`src/rtl/ad79x8_scan_sequencer.sv`:
```
// Sequencer for the AD79X8 SPI core: power-up dummy transfers, then channel scans
// that program the next enabled channel on every transfer and decode the returned word.
module ad79x8_scan_sequencer #(
  parameter int PACE_CYCLES    = 16,
  parameter int TIMEOUT_CYCLES = 1024,
  parameter int CNT_W          = 11
) (
  input  logic        clk,
  input  logic        reset,
  input  logic        start,
  input  logic        stop,
  input  logic        continuous,
  input  logic [7:0]  channel_mask,
  input  logic        range_sel,
  input  logic        coding_sel,
  output logic        spi_initiate,
  input  logic        spi_ready,
  output logic [15:0] spi_tx,
  input  logic [15:0] spi_rx,
  output logic        result_valid,
  output logic [2:0]  result_channel,
  output logic [11:0] result_data,
  output logic        busy,
  output logic        done,
  output logic        error
);

  typedef enum logic [2:0] {
    S_INIT      = 3'd0,
    S_IDLE      = 3'd1,
    S_ISSUE     = 3'd2,
    S_WAIT_BUSY = 3'd3,
    S_WAIT_DONE = 3'd4,
    S_CAPTURE   = 3'd5,
    S_PACE      = 3'd6
  } state_e;

  // Next set mask bit strictly after cur, wrapping; returns cur for a single-bit mask.
  function automatic logic [2:0] next_chan(input logic [7:0] m, input logic [2:0] cur);
    logic [2:0] r;
    logic [2:0] idx;
    logic       found;
    r     = cur;
    found = 1'b0;
    for (int i = 1; i <= 8; i++) begin
      idx = cur + 3'(i);
      if (!found && m[idx]) begin
        r     = idx;
        found = 1'b1;
      end else begin
        r = r;
      end
    end
    return r;
  endfunction

  function automatic logic [3:0] popcount8(input logic [7:0] m);
    logic [3:0] c;
    c = 4'd0;
    for (int i = 0; i < 8; i++) begin
      c = c + {3'd0, m[i]};
    end
    return c;
  endfunction

  state_e            state_q, state_d;
  logic              powered_up_q, powered_up_d;
  logic              dummy_cnt_q, dummy_cnt_d;
  logic              cont_q, cont_d;
  logic [7:0]        mask_q, mask_d;
  logic              range_q, range_d;
  logic              coding_q, coding_d;
  logic [2:0]        addr_q, addr_d;
  logic              prime_q, prime_d;
  logic              stop_pend_q, stop_pend_d;
  logic [3:0]        res_cnt_q, res_cnt_d;
  logic [CNT_W-1:0]  cnt_q, cnt_d;
  logic              spi_initiate_q, spi_initiate_d;
  logic [15:0]       spi_tx_q, spi_tx_d;
  logic              result_valid_q, result_valid_d;
  logic [2:0]        result_channel_q, result_channel_d;
  logic [11:0]       result_data_q, result_data_d;
  logic              busy_q, busy_d;
  logic              done_q, done_d;
  logic              error_q, error_d;

  logic              start_ok_s;
  logic              tmo_s;
  logic              pace_done_s;
  logic              last_s;
  logic              end_s;
  logic [15:0]       ctrl_word_s;
  logic              unused_s;

  assign start_ok_s  = start && (channel_mask != 8'd0);
  assign tmo_s       = (cnt_q == CNT_W'(TIMEOUT_CYCLES - 1));
  assign pace_done_s = (cnt_q == CNT_W'(PACE_CYCLES - 1));
  assign last_s      = !prime_q && ((res_cnt_q + 4'd1) == popcount8(mask_q));
  assign end_s       = stop_pend_q || (last_s && !cont_q);
  assign ctrl_word_s = {1'b1, 1'b0, 1'b0, addr_q, 2'b11, 1'b0, 1'b0, range_q, coding_q, 4'b0000};
  // Leading zero bit of the ADC output word carries no information.
  assign unused_s    = spi_rx[15];

  // State register.
  always_ff @(posedge clk) begin
    if (reset) begin
      state_q <= S_INIT;
    end else begin
      state_q <= state_d;
    end
  end

  // Next-state logic.
  always_comb begin
    state_d = state_q;
    case (state_q)
      S_INIT:      state_d = spi_ready ? (powered_up_q ? S_IDLE : S_ISSUE) : S_INIT;
      S_IDLE:      state_d = start_ok_s ? S_ISSUE : S_IDLE;
      S_ISSUE:     state_d = spi_ready ? S_WAIT_BUSY : S_ISSUE;
      S_WAIT_BUSY: state_d = !spi_ready ? S_WAIT_DONE : (tmo_s ? S_INIT : S_WAIT_BUSY);
      S_WAIT_DONE: state_d = spi_ready ? S_CAPTURE : (tmo_s ? S_INIT : S_WAIT_DONE);
      S_CAPTURE: begin
        if (!powered_up_q) begin
          state_d = dummy_cnt_q ? S_IDLE : S_PACE;
        end else begin
          state_d = end_s ? S_IDLE : S_PACE;
        end
      end
      S_PACE:      state_d = pace_done_s ? S_ISSUE : S_PACE;
      default:     state_d = S_INIT;
    endcase
  end

  // Datapath and registered-output next values.
  always_comb begin
    powered_up_d     = powered_up_q;
    dummy_cnt_d      = dummy_cnt_q;
    cont_d           = cont_q;
    mask_d           = mask_q;
    range_d          = range_q;
    coding_d         = coding_q;
    addr_d           = addr_q;
    prime_d          = prime_q;
    stop_pend_d      = stop_pend_q;
    res_cnt_d        = res_cnt_q;
    cnt_d            = cnt_q;
    spi_initiate_d   = 1'b0;
    spi_tx_d         = spi_tx_q;
    result_valid_d   = 1'b0;
    result_channel_d = result_channel_q;
    result_data_d    = result_data_q;
    busy_d           = (state_d != S_IDLE);
    done_d           = 1'b0;
    error_d          = error_q;
    case (state_q)
      S_INIT: cnt_d = {CNT_W{1'b0}};
      S_IDLE: begin
        if (start_ok_s) begin
          cont_d      = continuous;
          mask_d      = channel_mask;
          range_d     = range_sel;
          coding_d    = coding_sel;
          error_d     = 1'b0;
          addr_d      = next_chan(channel_mask, 3'd7);
          prime_d     = 1'b1;
          res_cnt_d   = 4'd0;
          stop_pend_d = 1'b0;
        end else if (start) begin
          error_d = 1'b1;
          done_d  = 1'b1;
        end else begin
          error_d = error_q;
        end
      end
      S_ISSUE: begin
        cnt_d = {CNT_W{1'b0}};
        if (spi_ready) begin
          spi_initiate_d = 1'b1;
          spi_tx_d       = powered_up_q ? ctrl_word_s : 16'hFFFF;
          addr_d         = powered_up_q ? next_chan(mask_q, addr_q) : addr_q;
        end else begin
          spi_initiate_d = 1'b0;
        end
      end
      S_WAIT_BUSY, S_WAIT_DONE: begin
        if ((state_q == S_WAIT_DONE) && spi_ready) begin
          cnt_d = {CNT_W{1'b0}};
        end else if ((state_q == S_WAIT_BUSY) && !spi_ready) begin
          cnt_d = cnt_q + CNT_W'(1);
        end else if (tmo_s) begin
          // A hung core never reruns the power-up dummies.
          cnt_d        = {CNT_W{1'b0}};
          error_d      = 1'b1;
          done_d       = 1'b1;
          powered_up_d = 1'b1;
        end else begin
          cnt_d = cnt_q + CNT_W'(1);
        end
      end
      S_CAPTURE: begin
        cnt_d = {CNT_W{1'b0}};
        if (!powered_up_q) begin
          dummy_cnt_d  = 1'b1;
          powered_up_d = dummy_cnt_q;
        end else begin
          if (prime_q) begin
            prime_d = 1'b0;
          end else begin
            result_valid_d   = 1'b1;
            result_channel_d = spi_rx[14:12];
            result_data_d    = spi_rx[11:0];
            res_cnt_d        = res_cnt_q + 4'd1;
          end
          if (end_s) begin
            done_d      = 1'b1;
            stop_pend_d = 1'b0;
          end else if (last_s) begin
            res_cnt_d = 4'd0;
          end else begin
            done_d = 1'b0;
          end
        end
      end
      S_PACE: cnt_d = pace_done_s ? {CNT_W{1'b0}} : (cnt_q + CNT_W'(1));
      default: cnt_d = {CNT_W{1'b0}};
    endcase
    if (stop && (state_q != S_IDLE)) begin
      stop_pend_d = 1'b1;
    end else begin
      stop_pend_d = stop_pend_d;
    end
  end

  // Datapath and output registers.
  always_ff @(posedge clk) begin
    if (reset) begin
      powered_up_q     <= 1'b0;
      dummy_cnt_q      <= 1'b0;
      cont_q           <= 1'b0;
      mask_q           <= 8'd0;
      range_q          <= 1'b0;
      coding_q         <= 1'b0;
      addr_q           <= 3'd0;
      prime_q          <= 1'b0;
      stop_pend_q      <= 1'b0;
      res_cnt_q        <= 4'd0;
      cnt_q            <= {CNT_W{1'b0}};
      spi_initiate_q   <= 1'b0;
      spi_tx_q         <= 16'hFFFF;
      result_valid_q   <= 1'b0;
      result_channel_q <= 3'd0;
      result_data_q    <= 12'd0;
      busy_q           <= 1'b1;
      done_q           <= 1'b0;
      error_q          <= 1'b0;
    end else begin
      powered_up_q     <= powered_up_d;
      dummy_cnt_q      <= dummy_cnt_d;
      cont_q           <= cont_d;
      mask_q           <= mask_d;
      range_q          <= range_d;
      coding_q         <= coding_d;
      addr_q           <= addr_d;
      prime_q          <= prime_d;
      stop_pend_q      <= stop_pend_d;
      res_cnt_q        <= res_cnt_d;
      cnt_q            <= cnt_d;
      spi_initiate_q   <= spi_initiate_d;
      spi_tx_q         <= spi_tx_d;
      result_valid_q   <= result_valid_d;
      result_channel_q <= result_channel_d;
      result_data_q    <= result_data_d;
      busy_q           <= busy_d;
      done_q           <= done_d;
      error_q          <= error_d;
    end
  end

  assign spi_initiate   = spi_initiate_q;
  assign spi_tx         = spi_tx_q;
  assign result_valid   = result_valid_q;
  assign result_channel = result_channel_q;
  assign result_data    = result_data_q;
  assign busy           = busy_q;
  assign done           = done_q;
  assign error          = error_q;

endmodule

```
`config.mk`:
```
export PLATFORM = sky130hd
export DESIGN_NAME = ad79x8_scan_sequencer
export DESIGN_NICKNAME = d
export VERILOG_FILES = /design/src/rtl/ad79x8_scan_sequencer.sv
export SDC_FILE = /design/constraint.sdc
export NUM_CORES = 1
export LEC_CHECK = 0
export ABC_AREA = 1
export CORE_ASPECT_RATIO = 1.1
export CORE_UTILIZATION = 57
export DETAILED_ROUTE_END_ITERATION = 8
export PLACE_DENSITY = 0.89
export SYNTH_ARGS = -nofsm -noshare
export SYNTH_HDL_FRONTEND = slang
export SYNTH_SLANG_ARGS = --single-unit
```
`constraint.sdc`:
```
create_clock -name clk -period 7.4 [get_ports clk]
set_clock_uncertainty 0.2 [all_clocks]
set_input_delay 1.48 -clock clk [delete_from_list [all_inputs] [get_ports clk]]
set_output_delay 1.48 -clock clk [all_outputs]
set_load 0.03 [all_outputs]
```
## Yosys cells after proc, flatten, opt, wreduce, memory -nomap -nowiden

Index checks and enable logic that the tools add are counted.
Widths: inputs -> output; s select.

| operators by class | value |
|---|---|
| add/subtract/negate cells | 16 |
| bitwise logic cells | 4 |
| multiplexer cells | 129 |
| magnitude comparators | 8 |
| equality and inequality tests | 24 |
| reductions and logical operators | 57 |

Operators by type and width:

| operator | number |
|---|---|
| $mux 3 | 26 |
| $mux 1 | 72 |
| $mux 11 | 4 |
| $pmux 11 s3 | 1 |
| $lt 3x4->1 const B | 8 |
| $bmux 1 s3 | 8 |
| $pmux 3 s7 | 1 |
| $logic_and 1x1->1 | 20 |
| $mux 4 | 5 |
| $logic_not 1->1 | 17 |
| $add 4x1->4 | 4 |
| $ne 2x2->1 const B | 8 |
| $mux 15 | 1 |
| $add 3x3->3 const B | 4 |
| $ne 3x3->1 const B | 4 |
| $add 11x1->11 const B | 1 |
| $eq 11x10->1 const B | 1 |
| $eq 11x4->1 const B | 1 |
| $eq 3x3->1 const B | 3 |
| $mux 2 | 4 |
| $ne 8x8->1 const B | 1 |
| $pmux 1 s2 | 4 |
| $pmux 4 s2 | 1 |
| $reduce_and 4->1 | 2 |
| 24 further kinds | 37 |

| storage, ports and cells | value |
|---|---|
| word-level logic and storage cells | 258 |
| output and inout bits | 36 |
| register bits after elaboration | 72 |
| bits of input ports | 32 |

## Longest topological paths before layout

| logic depth | value |
|---|---|
| depth in word-level cells | 42 |
| gate-level depth with buffers | 20 |

## Worst setup path after synthesis

No wires, ideal clock.

| path | value |
|---|---|
| path type | register -> register |
| from | reg mask_q[0] |
| to | reg busy_q (netlist: busy) |
| buffers on the path | 0 |
| arrival | 3569 ps |
| stages on the path, launching flop included | 19 |
| path slack | 3516 ps |
| cell sequence | dfxtp_1 -> inv_1 -> fa_1 -> fa_1 -> fa_1 -> inv_1 -> ha_1 -> inv_1 -> fa_1 -> a21oi_1 -> o21ai_0 -> nor3_1 -> nand2_1 -> o21ai_1 -> nand2_1 -> nand3_1 -> nand4_1 -> nor2_1 -> nand2_1 |

| between the ends | value |
|---|---|
| word-level cells in the longest chain between the ends | 15 |

Ends and longest elaborated chain:

| item | RTL line | RTL |
|---|---|---|
| from (decl) | 70 | `logic [7:0] mask_q, mask_d;` |
| from (signal assigned) | 260 | `mask_q <= mask_d;` |
| $add 1x1->2 | 61 | `c = c + {3'd0, m[i]};` |
| $add 2x1->3 | 61 |  |
| $add 3x1->4 | 61 |  |
| $add 4x1->4 (4 in a row) | 61 |  |
| $eq 4x4->1 | 98 | `assign last_s = !prime_q && ((res_cnt_q + 4'd1) == popcount8(mask_q));` |
| $logic_and 1x1->1 | 98 |  |
| $logic_and 1x1->1 | 99 | `assign end_s = stop_pend_q \|\| (last_s && !cont_q);` |
| $logic_or 1x1->1 | 99 |  |
| $mux 3 | 126 | `state_d = end_s ? S_IDLE : S_PACE;` |
| $mux 3 | 123 | `if (!powered_up_q) begin` |
| $pmux 3 s7 | 116 | `case (state_q)` |
| $ne 3x1->1 | 152 | `busy_d = (state_d != S_IDLE);` |
| to (signal assigned) | 273 | `busy_q <= busy_d;` |
| to (decl) | 83 | `logic busy_q, busy_d;` |

Every way passes these cells.
A chain may end at the register's enable or synchronous reset.

## Final worst setup path

Ends and elaborated chain as after synthesis.

==> run metrics <==
Synth Flop Type=dfxtp_1; WP data arrival=4.35 ns; root buf cell=clkbuf_8; Distinct cells, synth=48; Power Density=242.2 nW/um^2; Worst Max-Slew Pin Slew=1.116 ns; layout cells sized above 1=7.718%; drt via density=5.453; Leakage=0.001917 uW; ys async rst share=0%; DRT Wirelength=8948 um; initial DRC count=239; critical-path cell list=inv_1 -> fa_1 -> fa_1 -> fa_1 -> inv_1 -> ha_1 -> inv_1 -> fa_1 -> a21oi_1 -> o21ai_0 -> nor3_1 -> nand2_1 -> o21ai_1 -> nand2_1 -> nand3_1 -> nand4_1 -> nor2_1 -> nand2_1; dpl hpwl=6599 um; Avg WL per Cell=12.99 um; setup violators final=0; hold slack=0.2832 ns; CTS Hold Bufs=0; antenna-violating nets left=0; Final Hold Fails=0; Via Count=3757; row count=30; Setup crit end kind=flip-flop; commonest cells after routing, fill and taps aside=nand2_1 (117), nor2_1 (68), clkdlybuf4s50_1 (63); delay-heaviest family, CP=adder cells; Net Sw Frac=40.14%; Crit-path slowest cell=fa_1; DRC violations left=0; Critical path buffers and inverters=3; Crit path depth=18; CTS tree=built; initial antenna violation count=0; Crit path required time=7.42 ns; Synth Register Bits=62; gpl congestion=0.9507; Worst path max stage delay=0.56 ns; # fillers=459; Final period util=58.53%; RSZ-0062 raised after global routing=no; first-pass GRT wire length=15310 um; Area Overhead vs Synth=20.50%; CTS H-tree lvls=3; Max Freq=230.9 MHz; max_slew headroom=25.52%; Synth Warn #=0; worst reg2reg path depth=18; status=completed; TNS Setup=0 ns; die width=79.56 um; largest net degree at the start of global routing=44; DRT Pass-1 Iters=5; Mean Syn Cell Area=6.832 um^2; clock sink count=62; max cap viols=0; global route total overflow=0; Starting Density=60.16%; Clk pin slew, worst setup/hold paths=0.07 ns; number of top-level pins=68; sw power=441.9 uW; Final min period=4.331 ns; max-slew violations=0; area of the multi-input gates=2115 um^2; clock power share=26.0%; commonest non-fill, non-tap cell in the layout=nand2_1; Post-CTS Setup Inserts=0; Logic pwr share=40.2%; crit path max fanout=3; IO Port Bufs=63; Post-Syn Area=3771 um^2; Antenna diodes=0; CORE AREA=6269 um^2; # nets final=647; worst min path class=reg2reg; number of global-route vias before repair=3571; Mapped Cells=552; Die Y=87.31 um; Setup Crit Path Kind=reg2reg; worst vdd rail ir drop=240.3 uV; Post-synth EDFFs=0; CTS buffer count=9; post_cts resized=0; die area=6946 um^2; Design Power=1101 uW; Total Routing Usage GR=27.79%; Clock Path Buffers=2; internal cell power=659.0 uW; Reg area=1241 um^2; register area share after synthesis=32.91%; Sequential Power Share=33.8%; most frequent cell on the critical path=fa_1; Worst-Skew Late Latency=0.34 ns; Worst Hold Depth=2; startpoint type of the worst setup path=flip-flop
==> tightest hold or removal path, cell delays in order (launching register included) <==
cell,delay (ns)
dfxtp_1,0.32
inv_1,0.05
a211oi_1,0.06
==> path summary, 6_finish.rpt <==
check / to / from / slack [ns]
setup / recovery: busy / mask_q[0] / 3.07
hold / removal: error / error / 0.28
setup reg to reg: busy / mask_q[0] / 3.07
hold reg to reg: error / error / 0.28
==> per-layer routing <==
layer  track usage [%]  wire length [um]  vias to the layer above
met5                 0                 0                        -
met4             8.595               152                        0
met3             7.958               606                       16
met2             49.96              4445                      148
met1             31.45              3744                     1704
li1                  -                 -                     1889
==> Yosys cell counts, types with 2 or more instances <==
cell / instances / area [um^2]
dfxtp_1: 62 / 1241
nand3b_1: 4 / 30.03
buf_2: 4 / 20.02
xor2_1: 3 / 26.28
nand2_1: 117 / 439.2
inv_1: 62 / 232.7
nand3_2: 3 / 30.03
fa_1: 4 / 80.08
clkinv_1: 2 / 7.510
nor3_1: 5 / 25.02
clkbuf_1: 7 / 26.28
nand3_1: 45 / 225.2
nand4_1: 9 / 56.30
o21ai_0: 41 / 205.2
o211ai_1: 3 / 22.52
nor2_1: 68 / 255.2
nand2_2: 3 / 18.77
inv_2: 6 / 22.52
a31oi_1: 5 / 31.28
nor2_4: 3 / 33.78
and2_1: 2 / 12.51
mux2_2: 2 / 22.52
buf_4: 10 / 75.07
o21ai_1: 3 / 15.01
o21ai_2: 2 / 17.52
nor4_1: 2 / 12.51
buf_6: 3 / 33.78
xnor2_1: 7 / 61.31
ha_1: 7 / 87.58
o22ai_1: 6 / 37.54
a211oi_1: 3 / 22.52
nor2_2: 4 / 25.02
a21oi_1: 30 / 150.1
==> through the flow <==
stage | setup WS (ns) | std cells | area [um^2] | utilization [%]
floorplan | 3.516 | 554 | 3779 | -
global placement | 3.261 | 673 | 4354 | 69.46
detailed placement | 3.196 | 673 | 4354 | 69.46
CTS | 3.082 | 689 | 4544 | 72.50
global route | 2.705 | 689 | 4544 | 72.50
finish | 3.069 | 689 | 4544 | 72.50
==> area by class of cell <==
type,instances,area share (%)
inverter,71,5.892
clock buffer,10,2.808
multi-input combinational,397,46.53
tap,80,2.203
sequential,62,27.31
timing repair buffer,63,13.88
clock inverter,6,1.377
==> registers in the layout, summed over array words and instances (netlist names) <==
signal and cells:
result_data 12, cnt_q 11, mask_q 8, spi_tx 6
res_cnt_q 4, addr_q 3, result_channel 3, state_q 3
busy 1, coding_q 1, cont_q 1, done 1
dummy_cnt_q 1, error 1, powered_up_q 1, prime_q 1
range_q 1, result_valid 1, spi_initiate 1, stop_pend_q 1
==> logic make-up after synthesis <==
group                    count (synthesis)  synth area share, %
AO/OA/AOI/OAI                           97                14.20
XOR/XNOR                                13                3.916
adder cells (fa/ha/maj)                 11                4.446
buffers and inverters                   95                11.21
flip-flops                              62                32.91
multiplexers                             2               0.5972
other                                    1              0.09944
AND/OR/NAND/NOR                        271                32.61
==> power by group through the flow <==
stage	registers, uW	clock network (uW)	logic, uW
after detailed placement	379	0	435
final	372	287	442
after floorplan	367	0	364
after global placement	378	0	422
after CTS	371	290	438
after global routing	374	307	490
Power figures use the tool's default switching activity.
